## src/rtl/traffic_light_param_ctrl.sv

```systemverilog
// -----------------------------------------------------------------------------
// traffic_light_param_ctrl
//
// Two-road intersection controller with pedestrian phase and night flash.
// Road A is the main road and rests in green. Side-road vehicles (i_car_b) and
// pedestrian presses (i_ped_req) are latched as pending requests that pull the
// controller out of A_GREEN once its minimum green time has elapsed.
//
// Ports:
//   i_clk      - clock, all logic on the rising edge
//   i_rst      - synchronous active-high reset
//   i_car_b    - side-road (B) vehicle sensor level
//   i_ped_req  - pedestrian push button, sampled every cycle
//   i_night    - night-mode request level (flashing yellow on both roads)
//   o_light    - [5:3] road A {R,Y,G}, [2:0] road B {R,Y,G}
//   o_walk     - pedestrian walk lamp
//   o_ped_ack  - one-cycle pulse when a button press has been latched
// -----------------------------------------------------------------------------
module traffic_light_param_ctrl #(
  parameter int GREEN_CYC  = 8,
  parameter int YELLOW_CYC = 3,
  parameter int ALLRED_CYC = 2,
  parameter int PED_CYC    = 5,
  parameter int FLASH_CYC  = 4,
  parameter int CNT_W      = 8
) (
  input  logic       i_clk,
  input  logic       i_rst,
  input  logic       i_car_b,
  input  logic       i_ped_req,
  input  logic       i_night,
  output logic [5:0] o_light,
  output logic       o_walk,
  output logic       o_ped_ack
);

  typedef enum logic [2:0] {
    S_A_GREEN  = 3'd0,
    S_A_YELLOW = 3'd1,
    S_ALLRED_AB = 3'd2,
    S_PED_WALK = 3'd3,
    S_B_GREEN  = 3'd4,
    S_B_YELLOW = 3'd5,
    S_ALLRED_BA = 3'd6,
    S_FLASH    = 3'd7
  } state_t;

  // Timer values on the last cycle of each timed state.
  localparam logic [CNT_W-1:0] GREEN_LAST  = CNT_W'(GREEN_CYC - 1);
  localparam logic [CNT_W-1:0] YELLOW_LAST = CNT_W'(YELLOW_CYC - 1);
  localparam logic [CNT_W-1:0] ALLRED_LAST = CNT_W'(ALLRED_CYC - 1);
  localparam logic [CNT_W-1:0] PED_LAST    = CNT_W'(PED_CYC - 1);
  localparam logic [CNT_W-1:0] FLASH_LAST  = CNT_W'(FLASH_CYC - 1);

  state_t           state_q, state_d;
  logic [CNT_W-1:0] timer_q, timer_d;
  logic             flash_on_q, flash_on_d;
  logic             car_pend_q, car_pend_d;
  logic             ped_pend_q, ped_pend_d;
  logic             ped_ack_q, ped_ack_d;
  logic [5:0]       light_q, light_d;
  logic             walk_q, walk_d;
  logic             ped_set_s;
  logic             entry_s;

  // Lamp pattern for a state; FLASH alternates yellow-on-both with dark.
  function automatic logic [5:0] light_of(input state_t s, input logic on);
    logic [5:0] l;
    case (s)
      S_A_GREEN:   l = 6'b001_100;
      S_A_YELLOW:  l = 6'b010_100;
      S_B_GREEN:   l = 6'b100_001;
      S_B_YELLOW:  l = 6'b100_010;
      S_FLASH:     l = on ? 6'b010_010 : 6'b000_000;
      default:     l = 6'b100_100;
    endcase
    return l;
  endfunction

  // Next-state and flash-phase selection; night mode overrides every timer.
  always_comb begin
    state_d    = state_q;
    flash_on_d = flash_on_q;
    if (i_night) begin
      state_d = S_FLASH;
      if (state_q != S_FLASH) begin
        flash_on_d = 1'b1;
      end else if (timer_q == FLASH_LAST) begin
        flash_on_d = ~flash_on_q;
      end else begin
        flash_on_d = flash_on_q;
      end
    end else begin
      case (state_q)
        S_A_GREEN: begin
          // Main road holds green until a request arrives after the minimum.
          if ((timer_q == GREEN_LAST) && (car_pend_q || ped_pend_q)) begin
            state_d = S_A_YELLOW;
          end else begin
            state_d = S_A_GREEN;
          end
        end
        S_A_YELLOW: begin
          if (timer_q == YELLOW_LAST) state_d = S_ALLRED_AB;
          else                        state_d = S_A_YELLOW;
        end
        S_ALLRED_AB: begin
          if (timer_q == ALLRED_LAST) state_d = ped_pend_q ? S_PED_WALK : S_B_GREEN;
          else                        state_d = S_ALLRED_AB;
        end
        S_PED_WALK: begin
          if (timer_q == PED_LAST) state_d = car_pend_q ? S_B_GREEN : S_ALLRED_BA;
          else                     state_d = S_PED_WALK;
        end
        S_B_GREEN: begin
          if (timer_q == GREEN_LAST) state_d = S_B_YELLOW;
          else                       state_d = S_B_GREEN;
        end
        S_B_YELLOW: begin
          if (timer_q == YELLOW_LAST) state_d = S_ALLRED_BA;
          else                        state_d = S_B_YELLOW;
        end
        S_ALLRED_BA: begin
          if (timer_q == ALLRED_LAST) state_d = S_A_GREEN;
          else                        state_d = S_ALLRED_BA;
        end
        S_FLASH: begin
          state_d = S_ALLRED_BA;
        end
        default: begin
          state_d = S_A_GREEN;
        end
      endcase
    end
  end

  assign entry_s = (state_d != state_q);

  // State timer: cleared on entry and at each flash half-period; saturates in
  // A_GREEN once the minimum green is reached so it can never wrap.
  always_comb begin
    timer_d = timer_q + CNT_W'(1);
    if (entry_s) begin
      timer_d = {CNT_W{1'b0}};
    end else if ((state_q == S_FLASH) && (timer_q == FLASH_LAST)) begin
      timer_d = {CNT_W{1'b0}};
    end else if ((state_q == S_A_GREEN) && (timer_q == GREEN_LAST)) begin
      timer_d = timer_q;
    end else begin
      timer_d = timer_q + CNT_W'(1);
    end
  end

  // Pending-request latches and the press acknowledge.
  always_comb begin
    ped_set_s  = i_ped_req && !ped_pend_q &&
                 (state_q != S_PED_WALK) && (state_q != S_FLASH);
    car_pend_d = car_pend_q;
    ped_pend_d = ped_pend_q;
    ped_ack_d  = 1'b0;
    if (i_night) begin
      car_pend_d = 1'b0;
    end else if (entry_s && (state_d == S_B_GREEN)) begin
      car_pend_d = 1'b0;
    end else if (i_car_b && (state_q != S_B_GREEN)) begin
      car_pend_d = 1'b1;
    end else begin
      car_pend_d = car_pend_q;
    end
    if (i_night) begin
      ped_pend_d = 1'b0;
      ped_ack_d  = 1'b0;
    end else if (entry_s && (state_d == S_PED_WALK)) begin
      // Entering PED_WALK requires ped_pend_q=1, so no press can be lost here.
      ped_pend_d = 1'b0;
      ped_ack_d  = 1'b0;
    end else if (ped_set_s) begin
      ped_pend_d = 1'b1;
      ped_ack_d  = 1'b1;
    end else begin
      ped_pend_d = ped_pend_q;
      ped_ack_d  = 1'b0;
    end
  end

  // Output decode from the next state so the lamps are registered yet still
  // track the current state in the same cycle.
  always_comb begin
    light_d = light_of(state_d, flash_on_d);
    walk_d  = (state_d == S_PED_WALK);
  end

  // State, timer, request and output registers with synchronous reset.
  always_ff @(posedge i_clk) begin
    if (i_rst) begin
      state_q    <= S_A_GREEN;
      timer_q    <= {CNT_W{1'b0}};
      flash_on_q <= 1'b1;
      car_pend_q <= 1'b0;
      ped_pend_q <= 1'b0;
      ped_ack_q  <= 1'b0;
      light_q    <= 6'b001_100;
      walk_q     <= 1'b0;
    end else begin
      state_q    <= state_d;
      timer_q    <= timer_d;
      flash_on_q <= flash_on_d;
      car_pend_q <= car_pend_d;
      ped_pend_q <= ped_pend_d;
      ped_ack_q  <= ped_ack_d;
      light_q    <= light_d;
      walk_q     <= walk_d;
    end
  end

  assign o_light   = light_q;
  assign o_walk    = walk_q;
  assign o_ped_ack = ped_ack_q;

endmodule

```

## config.mk

```make
export PLATFORM = sky130hd
export DESIGN_NAME = traffic_light_param_ctrl
export DESIGN_NICKNAME = d
export VERILOG_FILES = /design/src/rtl/traffic_light_param_ctrl.sv
export SDC_FILE = /design/constraint.sdc
export NUM_CORES = 1
export LEC_CHECK = 0
export CORE_ASPECT_RATIO = 1.25
export CORE_MARGIN = 5
export CORE_UTILIZATION = 50
export DETAILED_ROUTE_END_ITERATION = 16
export PLACE_DENSITY = 0.76
export SLEW_MARGIN = 40
export SYNTH_ARGS = -nofsm -noshare
export SYNTH_HDL_FRONTEND = slang
export SYNTH_SLANG_ARGS = --single-unit
```

## constraint.sdc

```tcl
create_clock -name i_clk -period 5.4 [get_ports i_clk]
set_input_delay 0.81 -clock i_clk [delete_from_list [all_inputs] [get_ports i_clk]]
set_output_delay 0.81 -clock i_clk [all_outputs]
set_load 0.005 [all_outputs]
```

-- After elaboration in Yosys (flattened, before gate mapping)
Index checks and enable logic that the tools add are counted.
- logic and storage cells: 64
- bits in registers: 22
- bits of input ports: 5
- reduce and logical (&&, ||, !) cells: 16
- equal/unequal tests: 21
- muxes and demuxes: 17
- bitwise operators: 1
- add/subtract/negate cells: 1
- operators with widths (operator ; number):
    6-bit case mux with 5 select lines ; 1
    3-bit case mux with 8 select lines ; 1
    3-bit equality test, second input constant ; 7
    8-bit by 2-bit equality test with 1-bit output, second input constant ; 2
    8-bit by 3-bit equality test with 1-bit output, second input constant ; 2
    3-bit 2-to-1 mux ; 5
    3-bit by 2-bit equality test with 1-bit output, second input constant ; 3
    1-bit logical AND ; 9
    3-bit OR reduction ; 3
    8-bit by 1-bit adder with 8-bit output, second input constant ; 1
    8-bit by 1-bit equality test with 1-bit output, second input constant ; 1
    3-bit by 1-bit equality test with 1-bit output, second input constant ; 2
    3-bit logical NOT ; 2
    1-bit 2-to-1 mux ; 6
    2-bit 2-to-1 mux ; 3
    3-bit inequality test, second input constant ; 2
    5-bit 2-to-1 mux ; 1
    3-bit by 2-bit inequality test with 1-bit output, second input constant ; 1
    3-bit inequality test ; 1
    1-bit logical NOT ; 1
    1-bit logical OR ; 1
    1-bit inverter ; 1

-- Longest topological paths before layout
Gate-level depths: netlist of run 1.
- word-level depth: 8
- mapped depth: 9
- gate-level depth less buffers: 9

-- Least setup slack after synthesis of run 1
No wires, ideal clock.
- kind: reg2reg
- from: register timer_q[1]
- to: register car_pend_q
- slack: 2.988 ns
- data required time: 5.280 ns
- cell stages (with the launch flop): 9
- data arrival time: 2.292 ns
- library setup time: 0.120 ns
- path through: dfxtp_1 inv_1 ha_1 or4b_2 o211a_1 or2_1 nor3_1 nand2_1 o31a_1
- longest elaborated chain between the ends: 8
- ends and longest elaborated chain (item ; RTL line ; RTL):
    from (decl) ; 56 ; logic [CNT_W-1:0] timer_q, timer_d;
    from (signal assigned) ; 197 ; timer_q <= {CNT_W{1'b0}};
    from (signal assigned) ; 206 ; timer_q <= timer_d;
    8-bit by 3-bit equality test with 1-bit output ; 97, 116 ;
    1-bit logical AND ; 97 ; if ((timer_q == GREEN_LAST) && (car_pend_q || ped_pend_q)) begin
    1-bit 2-to-1 mux ; 97 ;
    3-bit case mux with 8 select lines * ; 94 ; case (state_q)
    3-bit 2-to-1 mux * ; 84 ; if (i_night) begin
    3-bit inequality test / 3-bit equality test (equally long branches) ; 137, 163 ;
    1-bit logical AND * ; 163 ; end else if (entry_s && (state_d == S_B_GREEN)) begin
    3-bit OR reduction (no source line) * ; -- ;
    to (signal assigned) ; 208 ; car_pend_q <= car_pend_d;
    to (decl) ; 58 ; logic car_pend_q, car_pend_d;
Every way passes the cells marked *; elsewhere a longest branch is shown, timed or not.
A chain may end at the register's enable or synchronous reset.

-- Worst setup path in the final report of run 1
Same ends and word-level chain as after synthesis.

==> results of run 1 <==
## worst paths after layout
| kind | end | slack (ns) | cells after the start |
|---|---|---|---|
| setup / recovery | car_pend_q$_SDFFE_PP0P_ | 2.58 | 8 |
| hold / removal | timer_q[6]$_SDFFE_PP0N_ | 0.58 | 2 |
| setup reg to reg | car_pend_q$_SDFFE_PP0P_ | 2.58 | 8 |
| hold reg to reg | timer_q[6]$_SDFFE_PP0N_ | 0.58 | 2 |
## report_power, final
| group | internal (W) | total [W] | switching [W] |
|---|---|---|---|
| clock | 0.0000749 | 0.000125 | 0.0000504 |
| sequential | 0.000170 | 0.000179 | 0.00000911 |
| combinational | 0.0000262 | 0.0000584 | 0.0000321 |
| total | 0.000271 | 0.000363 | 0.0000917 |
## final cells by class
cell class	count	area, sq um
clock buffers	3	22.5
clock inverters	1	30.0
fillers	219	860
inverters	10	37.5
multi-input cells	100	686
flip-flops and latches	22	440
well taps	31	38.8
repair buffers	12	120
## logic make-up (layout without fill, tap and decap cells)
| family | after synthesis | after routing | share of synthesized area (%) |
|---|---|---|---|
| flip-flops | 22 | 22 | 37.1 |
| adder cells (fa/ha/maj) | 4 | 4 | 4.22 |
| buffers and inverters | 17 | 26 | 5.49 |
| XOR/XNOR | 6 | 6 | 5.06 |
| multiplexers | 1 | 1 | 0.844 |
| AO/OA/AOI/OAI | 30 | 30 | 19.1 |
| AND/OR/NAND/NOR | 59 | 59 | 28.2 |
## layer usage
metal | vias up | track usage (%) | part of all wire [%]
met5 | - | 0 | 0
met4 | 0 | 7.35 | 1.7
met3 | 4 | 3.21 | 7.5
met2 | 52 | 28.5 | 50
met1 | 505 | 24.0 | 41
li1 | 521 | - | -
## synthesized netlist by cell type, types with 2 or more instances
cell type,number
a211oi_1,4
a21oi_1,6
a31oi_1,2
and3_1,3
clkbuf_1,5
dfxtp_1,22
ha_1,4
inv_1,10
nand2_1,8
nand3_1,4
nor2_1,10
nor3_1,15
nor4_1,4
nor4b_1,2
o21ai_0,4
o32ai_1,2
or2_2,2
xnor2_1,4
## worst register-to-register path, cell delays in order, from the launching register on
cell and delay (ns):
dfxtp_1 0.37, inv_1 0.09, ha_1 0.20, or4b_2 0.60, o211a_1 0.29, or2_1 0.24, nor3_1 0.44, nand2_1 0.18
o31a_1 0.30
## cells in the final DEF (no fill, tap or decap), types with 2 or more instances in the layout
master           count
nand2_1              8
nor3_1              14
and3_1               3
clkbuf_4             3
o32ai_1              2
ha_1                 4
a21oi_1              6
nor4_1               4
nor4b_1              2
or2_2                2
a31oi_1              2
dfxtp_1             22
a211oi_1             4
nor2_1              10
nand3_1              4
clkdlybuf4s50_1     12
inv_1               10
o21ai_0              4
xnor2_1              4
## sequential cells by signal, summed over array words and instances, names as in the netlist
register / count
timer_q: 8
o_light: 6
state_q: 3
car_pend_q: 1
flash_on_q: 1
o_ped_ack: 1
o_walk: 1
ped_pend_q: 1
## per-stage QoR
stage                     utilization, %  worst slack [ns]
after global routing                61.5              2.40
after CTS                           61.3              2.60
after detailed placement            59.0              2.61
after global placement              59.0              2.64
after floorplan                        -              2.99
final                               61.5              2.58
==> summary by stage, run 1 <==
Route
The violation count after the first detailed-route iteration is 36. In the routed design, unresolved DRC markers number 0. Once detail routing completed, the nets flagged for antenna violations numbered 0. The aggregate routed wire length is 2740 um. The mean routed wirelength per cell is 15.3 um. The first-pass detailed-route iteration total is 5. Dividing the detail-routed via count by the number of cells gives 6.04. Across all layers, the routed design uses 1082 vias.

Timing
The final max-slew violation count was 0. The headroom to the max-slew limit is 48.8%. Setup repair after global routing left no endpoint under its margin. The minimum clock period after layout is 2.82 ns.

The count of endpoints failing hold in the final timing report came to 0. Of the available clock period, the critical path in the final layout requires 52.1%. Setup total negative slack on the finished layout was measured at 0 ns. For the final database, setup skew stands at 0.00372 ns. The transition time at the pin with the least slew margin is 0.765 ns.

The worst hold slack is 0.577 ns. The number of setup violations in the final report is 0. Timing would allow up to 355 MHz.

Finish
From synthesis to final layout, the design area changed by 15.9%. The net count of the finished layout is 158. The count of cells in the finished layout, fillers not included, comes to 179. 0 antenna diodes ended up in the layout. The share of layout cells above drive strength 1 is 9.46%. The final instance area is 0.00138 sq mm.

Power and ir drop
The leakage dissipation is 0.495 nW. The maximum vdd drop is 187 uV. Dividing total power by cell area gives a power density of 264 mW/mm^2.

The completed layout was analyzed and its total power is 0.000363 W.

Placement
Once placement completed, the tool counted placed cells totaling 175. During placement, the flow inserted port buffers numbering 12. The placed instances occupy a cell area of 0.00132 sq mm.

The congestion estimate from routability-driven global placement came to 0.914. After legalization and detailed placement, the total HPWL measured 2020 um.

Worst setup path
The worst setup path is of the reg -> reg kind. Traced cell by cell, the critical path runs through inv_1 > ha_1 > or4b_2 > o211a_1 > or2_1 > nor3_1 > nand2_1 > o31a_1. The critical path starts at timer_q[1]$_SDFFE_PP0N_. The category of the worst setup path capture point is a flop.

The kind of cell with the highest combined delay along the critical path is simple AND/OR/NAND/NOR gates. The startpoint identified for the worst register-to-register timing path is timer_q[1]$_SDFFE_PP0N_. The maximum fanout count along the critical path is 5. The data arrival time at the worst-slack endpoint is 3.02 ns. The worst setup path is launched from a flop.

At the worst endpoint, the required time is 5.61 ns. The largest incremental delay on the critical path is 0.60 ns. The slowest stage of the critical path belongs to the cell or4b_2. The critical path buffer and inverter count is 1.

Clocking
The hold-fix buffer count after cts is 0. In this run, CTS created clock tree buffers numbering 3. In this run, post-CTS repair resized a total of 0 instances. The CTS sink count is 22.

After clock tree synthesis, the clock-pin slew on the worst setup and hold paths is 0.13 ns. The clock latency on the worst-skew pair is 0.30 ns. TritonCTS built the clock tree.

The number of H-tree levels is 1. The tree is rooted in a clkbuf_4. The number of post-CTS setup repair buffers is 0. The deepest clock path buffer count is 2.

Floorplanning
In this run the horizontal extent of the chip is 53.6 um. The die height is 64.5 um. The number of ports placed on the die boundary is 13. The core region area is 0.00223 sq mm. The die covers 0.00345 sq mm.

Once the floorplan was initialized, standard cells occupied 53.1% of the core. The floorplan has 19 rows.

Logic synthesis
In the synthesized netlist, the number of instances is 139. In this run, synthesis produced a sequential element count of 22. The post-synthesis area per instance is 8.53 sq um. The yosys synthesis warning count is 0.

Counting flops with a built-in enable in the synthesized netlist gives 0. The predominant post-synthesis flop cell is dfxtp_1. Summed over all instances, the cell type with the most area after synthesis is dfxtp_1. Ranked by total cell area, the synthesized netlist is headed by dfxtp_1 37%, nor3_1 6.3%, ha_1 4.2%. Yosys mapped the design onto 46 distinct sky130hd cell types. The fraction of registers with async set or reset after synthesis is 0%. The cell area that synthesis handed to floorplanning was 0.00119 sq mm. The synthesized design devotes to its leading area cell type 37.1% of total area. Of the synthesized area, sequential elements account for 37.1%. The number of nets handed over by synthesis was 148.

Run status
The flow ran to the end, and the final reports show no timing, DRC or antenna violations.

Hold path
The path class of the tightest hold or removal check is reg -> reg. The startpoint identified for the worst hold timing path is timer_q[6]$_SDFFE_PP0N_.

Run
Across the run, the number of max-cap violations was 0.

Global route
The first-pass GRT wire length is 4860 um. Entering global routing, the biggest net connects 15 pins. Global routing consumed, over all layers together, 18.1% of the routing resources. The number of antenna violations at the first check in global routing was 0. The number of global-route vias before repair is 1069. After global routing the overflow that remains totals 0.
Power figures use the tool's default switching activity.
==> run 2: changes to the inputs <==
--- a/config.mk
+++ b/config.mk
@@ -7,9 +7,9 @@
 export LEC_CHECK = 0
 export CORE_ASPECT_RATIO = 1.25
 export CORE_MARGIN = 5
-export CORE_UTILIZATION = 50
+export CORE_UTILIZATION = 49
 export DETAILED_ROUTE_END_ITERATION = 16
-export PLACE_DENSITY = 0.76
+export PLACE_DENSITY = 0.78
 export SLEW_MARGIN = 40
 export SYNTH_ARGS = -nofsm -noshare
 export SYNTH_HDL_FRONTEND = slang
==> constraint.sdc (replaced) <==
create_clock -name i_clk -period 2.55 [get_ports i_clk]
set_input_delay 0.3825 -clock i_clk [delete_from_list [all_inputs] [get_ports i_clk]]
set_output_delay 0.3825 -clock i_clk [all_outputs]
set_load 0.005 [all_outputs]
==> run 2 against run 1 <==
Compared with the run above:
- sequential cell count is the same
- combinational power grew to 2.8 times the previous value
- global-route usage shrank 0.51 points
- via count grew 7.9%
- sequential power grew 110%
- cell count grew 8.9%
- hold slack lost 0.00065 ns
- clock skew grew 0.0074 ns
- wire length grew 9.5%
- maximum frequency grew 15%
- critical path depth is the same
- worst setup slack lost 2.5 ns
- largest power group unchanged
==> summary by stage, run 2 (same netlist as run 1, synthesis figures left out) <==
Placement
The placer congestion estimate is 1.04 (was 0.914). The detailed placement HPWL was 2160 um (was 2020 um). The placed cell area is 0.00140 sq mm (was 0.00132 sq mm). The worst setup timing slack at the placement stage is 0.0245 ns (was 2.61 ns).

The count of port buffers added during placement is 12 (unchanged).

Clocking
The hold-fix buffer count after cts is 0 (unchanged). The root buffer cell is clkbuf_4 (unchanged). The number of buffers added by the clock tree synthesis step is 3 (unchanged).

The clock tree from TritonCTS is built (unchanged). The deepest clock path buffer count is 2 (unchanged). The number of H-tree levels came to 1 (unchanged). The CTS sink count is 22 (unchanged).

The clock transition at the registers of the reported paths is 0.13 ns (about the same). The clock latency on the worst-skew pair came to 0.32 ns (was 0.30 ns).

Route
The number of antenna-violating nets in the routed design is 0 (unchanged). The met2 routed wirelength is 1570 um (was 1370 um). The post-route DRC violation count is 0 (unchanged).

The first-pass detailed-route iteration total is 4 (was 5). The total via count after detailed routing is 1167 (was 1082). The via density per instance came to 5.98 (was 6.04).

The mean routed wirelength per cell is 15.4 um (was 15.3 um). The sum of routed wire segments on met1 is 1200 um (was 1120 um). The sum of met3 wire segment lengths after detailed routing is 173 um (was 206 um). The aggregate routed wire length is 3000 um (was 2740 um). The topmost layer with routed signal wires was met4 (unchanged). The violation count after the first detailed-route iteration is 45 (was 36).

Global route
The first-pass GRT wire length is 4690 um (was 4860 um). The number of antenna violations at the first check in global routing is 0 (unchanged). The global route total overflow is 0 (unchanged). The global-route total usage across every layer is 17.6% (was 18.1%). The number of global-route vias before repair was 1118 (was 1069). The maximum number of pins on one net before global-route repair was 14 (was 15).

Finish
The share of layout cells above drive strength 1 was 21.0% (was 9.46%). The number of fill cells in the layout is 203 (was 219). The register ranked first by flip-flop count is timer_q (unchanged). The area overhead of the layout relative to synthesis is 29.5% (was 15.9%).

The flip-flop count of the largest register, all copies and words added is 8 (unchanged). The utilization of the core after routing was 64.6% (was 61.5%). The number of nets in the final layout is 172 (was 158). The count of antenna diodes in the layout is 0 (unchanged).

Commonest cells after routing, fill and taps aside: 20 x dfxtp_1, 14 x nor3_1, 14 x buf_4 (was 22 x dfxtp_1, 14 x nor3_1, 12 x clkdlybuf4s50_1). The most common cell after layout, fill and taps aside was dfxtp_1 (unchanged). The final instance area is 0.00154 sq mm (was 0.00138 sq mm).

Timing
The headroom to the max-slew limit is 52.6% (was 48.8%). The minimum clock period after layout is 2.44 ns (was 2.82 ns). The number of setup violations in the final report came to 0 (unchanged). The final max-slew violation count is 0 (unchanged). The largest clock skew in the final design was 0.0111 ns (was 0.00372 ns). The total negative setup slack was 0 ns (unchanged). The transition time at the pin with the least slew margin was 0.705 ns (was 0.765 ns). The smallest setup slack after layout is 0.109 ns (was 2.58 ns). The maximum operating frequency is 410 MHz (was 355 MHz). The worst hold slack was 0.576 ns (was 0.577 ns).

The count of endpoints failing hold in the final timing report is 0 (unchanged). The period utilization came to 95.7% (was 52.1%).

Worst setup path
The endpoint required time on the critical path was 2.77 ns (was 5.61 ns). The maximum fanout count along the critical path is 6 (was 5). The worst-case register-to-register setup slack is 0.11 ns (was 2.58 ns). The data arrival time at the worst-slack endpoint came to 2.66 ns (was 3.02 ns). The worst reg2reg path depth is 8 (unchanged).

The category of the worst setup path capture point is a flop (unchanged). The kind of launch point of the worst setup path is a flop (unchanged). The classification of the worst setup path was reg -> reg (unchanged). The critical register-to-register path endpoint is car_pend_q$_SDFFE_PP0P_ (unchanged).

The launch point of the worst reg-to-reg path is timer_q[4]$_SDFFE_PP0N_ (was timer_q[1]$_SDFFE_PP0N_).

Floorplanning
The core region area is 0.00238 sq mm (was 0.00223 sq mm). The number of ports placed on the die boundary is 13 (unchanged). The die height is 65.0 um (was 64.5 um). The effective utilization at floorplan is 49.9% (was 53.1%). The horizontal die dimension is 54.0 um (was 53.6 um).

The area of the die came to 0.00351 sq mm (was 0.00345 sq mm). The total number of placement rows is 20 (was 19).

Hold path
The instance count along the most critical hold path came to 2 (unchanged). The hold path startpoint was timer_q[6]$_SDFFE_PP0N_ (unchanged). The endpoint with the worst hold slack is timer_q[6]$_SDFFE_PP0N_ (unchanged). The worst hold-check path type was reg -> reg (unchanged).

Power and ir drop
The maximum vdd drop is 359 uV (was 187 uV). The leakage dissipation was 0.562 nW (was 0.495 nW). The power density over the cells came to 527 mW/mm^2 (was 264 mW/mm^2).

Run status
Run status: complete, no violations (unchanged).

Run
The max capacitance violation total is 0 (unchanged).
run 2: cell types whose count changed in the layout (fill, tap and decap cells not counted), sizes merged:
cell,previous run,this run
buf,0,14
run 2: metrics by stage:
step                total power [W]  instances
global route               0.000843        195
floorplan                  0.000462        139
detailed placement         0.000518        187
finish                     0.000810        195
CTS                        0.000786        191
global placement           0.000516        187
run 2: worst max path at each step:
stage	from	end	slack (ns)	cells after the start
3_3_place_gp	timer_q[1]$_SDFFE_PP0N_	ped_pend_q$_SDFFE_PP0P_	0.02	7
3_5_place_dp	timer_q[1]$_SDFFE_PP0N_	ped_pend_q$_SDFFE_PP0P_	0.02	7
5_1_grt	timer_q[4]$_SDFFE_PP0N_	timer_q[2]$_SDFFE_PP0N_	-0.006	8
4_1_cts	timer_q[1]$_SDFFE_PP0N_	ped_pend_q$_SDFFE_PP0P_	0.001	7
2_1_floorplan	timer_q[1]$_SDFFE_PP0N_	car_pend_q$_SDFFE_PP0P_	0.14	8
6_report	timer_q[4]$_SDFFE_PP0N_	car_pend_q$_SDFFE_PP0P_	0.11	8
run 2: report_power, final:
part	leakage, nW	internal (W)	switching, W
clock	0.0279	0.000159	0.000113
sequential	0.181	0.000360	0.0000159
combinational	0.352	0.0000779	0.0000847
run 2: critical path, cell delays in order (launching register included):
cell      delay, ns
dfxtp_1        0.36
or4_1          0.53
buf_4          0.18
nor4b_2        0.32
o32ai_1        0.17
a211oi_4       0.25
buf_4          0.17
nand2_1        0.08
o31a_1         0.28
run 2: repair_timing:
item | 4_1_cts | 5_1_grt
setup buffers | 0 | 4
gates resized for setup | 0 | 11
setup endpoints to repair | 0 | 9
run 2: final cells by class:
class	instances	area, sq um	area share (%)
Multi-Input combinational cell	100	734	47.8
Sequential cell	22	445	29.0
Timing Repair Buffer	26	225	14.7
Tap cell	33	41.3	2.69
Inverter	10	37.5	2.44
Clock inverter	1	30.0	1.95
Clock buffer	3	22.5	1.47
run 2: layer usage:
layer	GRT usage, %	vias to the layer above
met5	0	-
met2	30.9	46
met3	2.76	6
met1	20.2	559
met4	7.48	0
li1	-	556
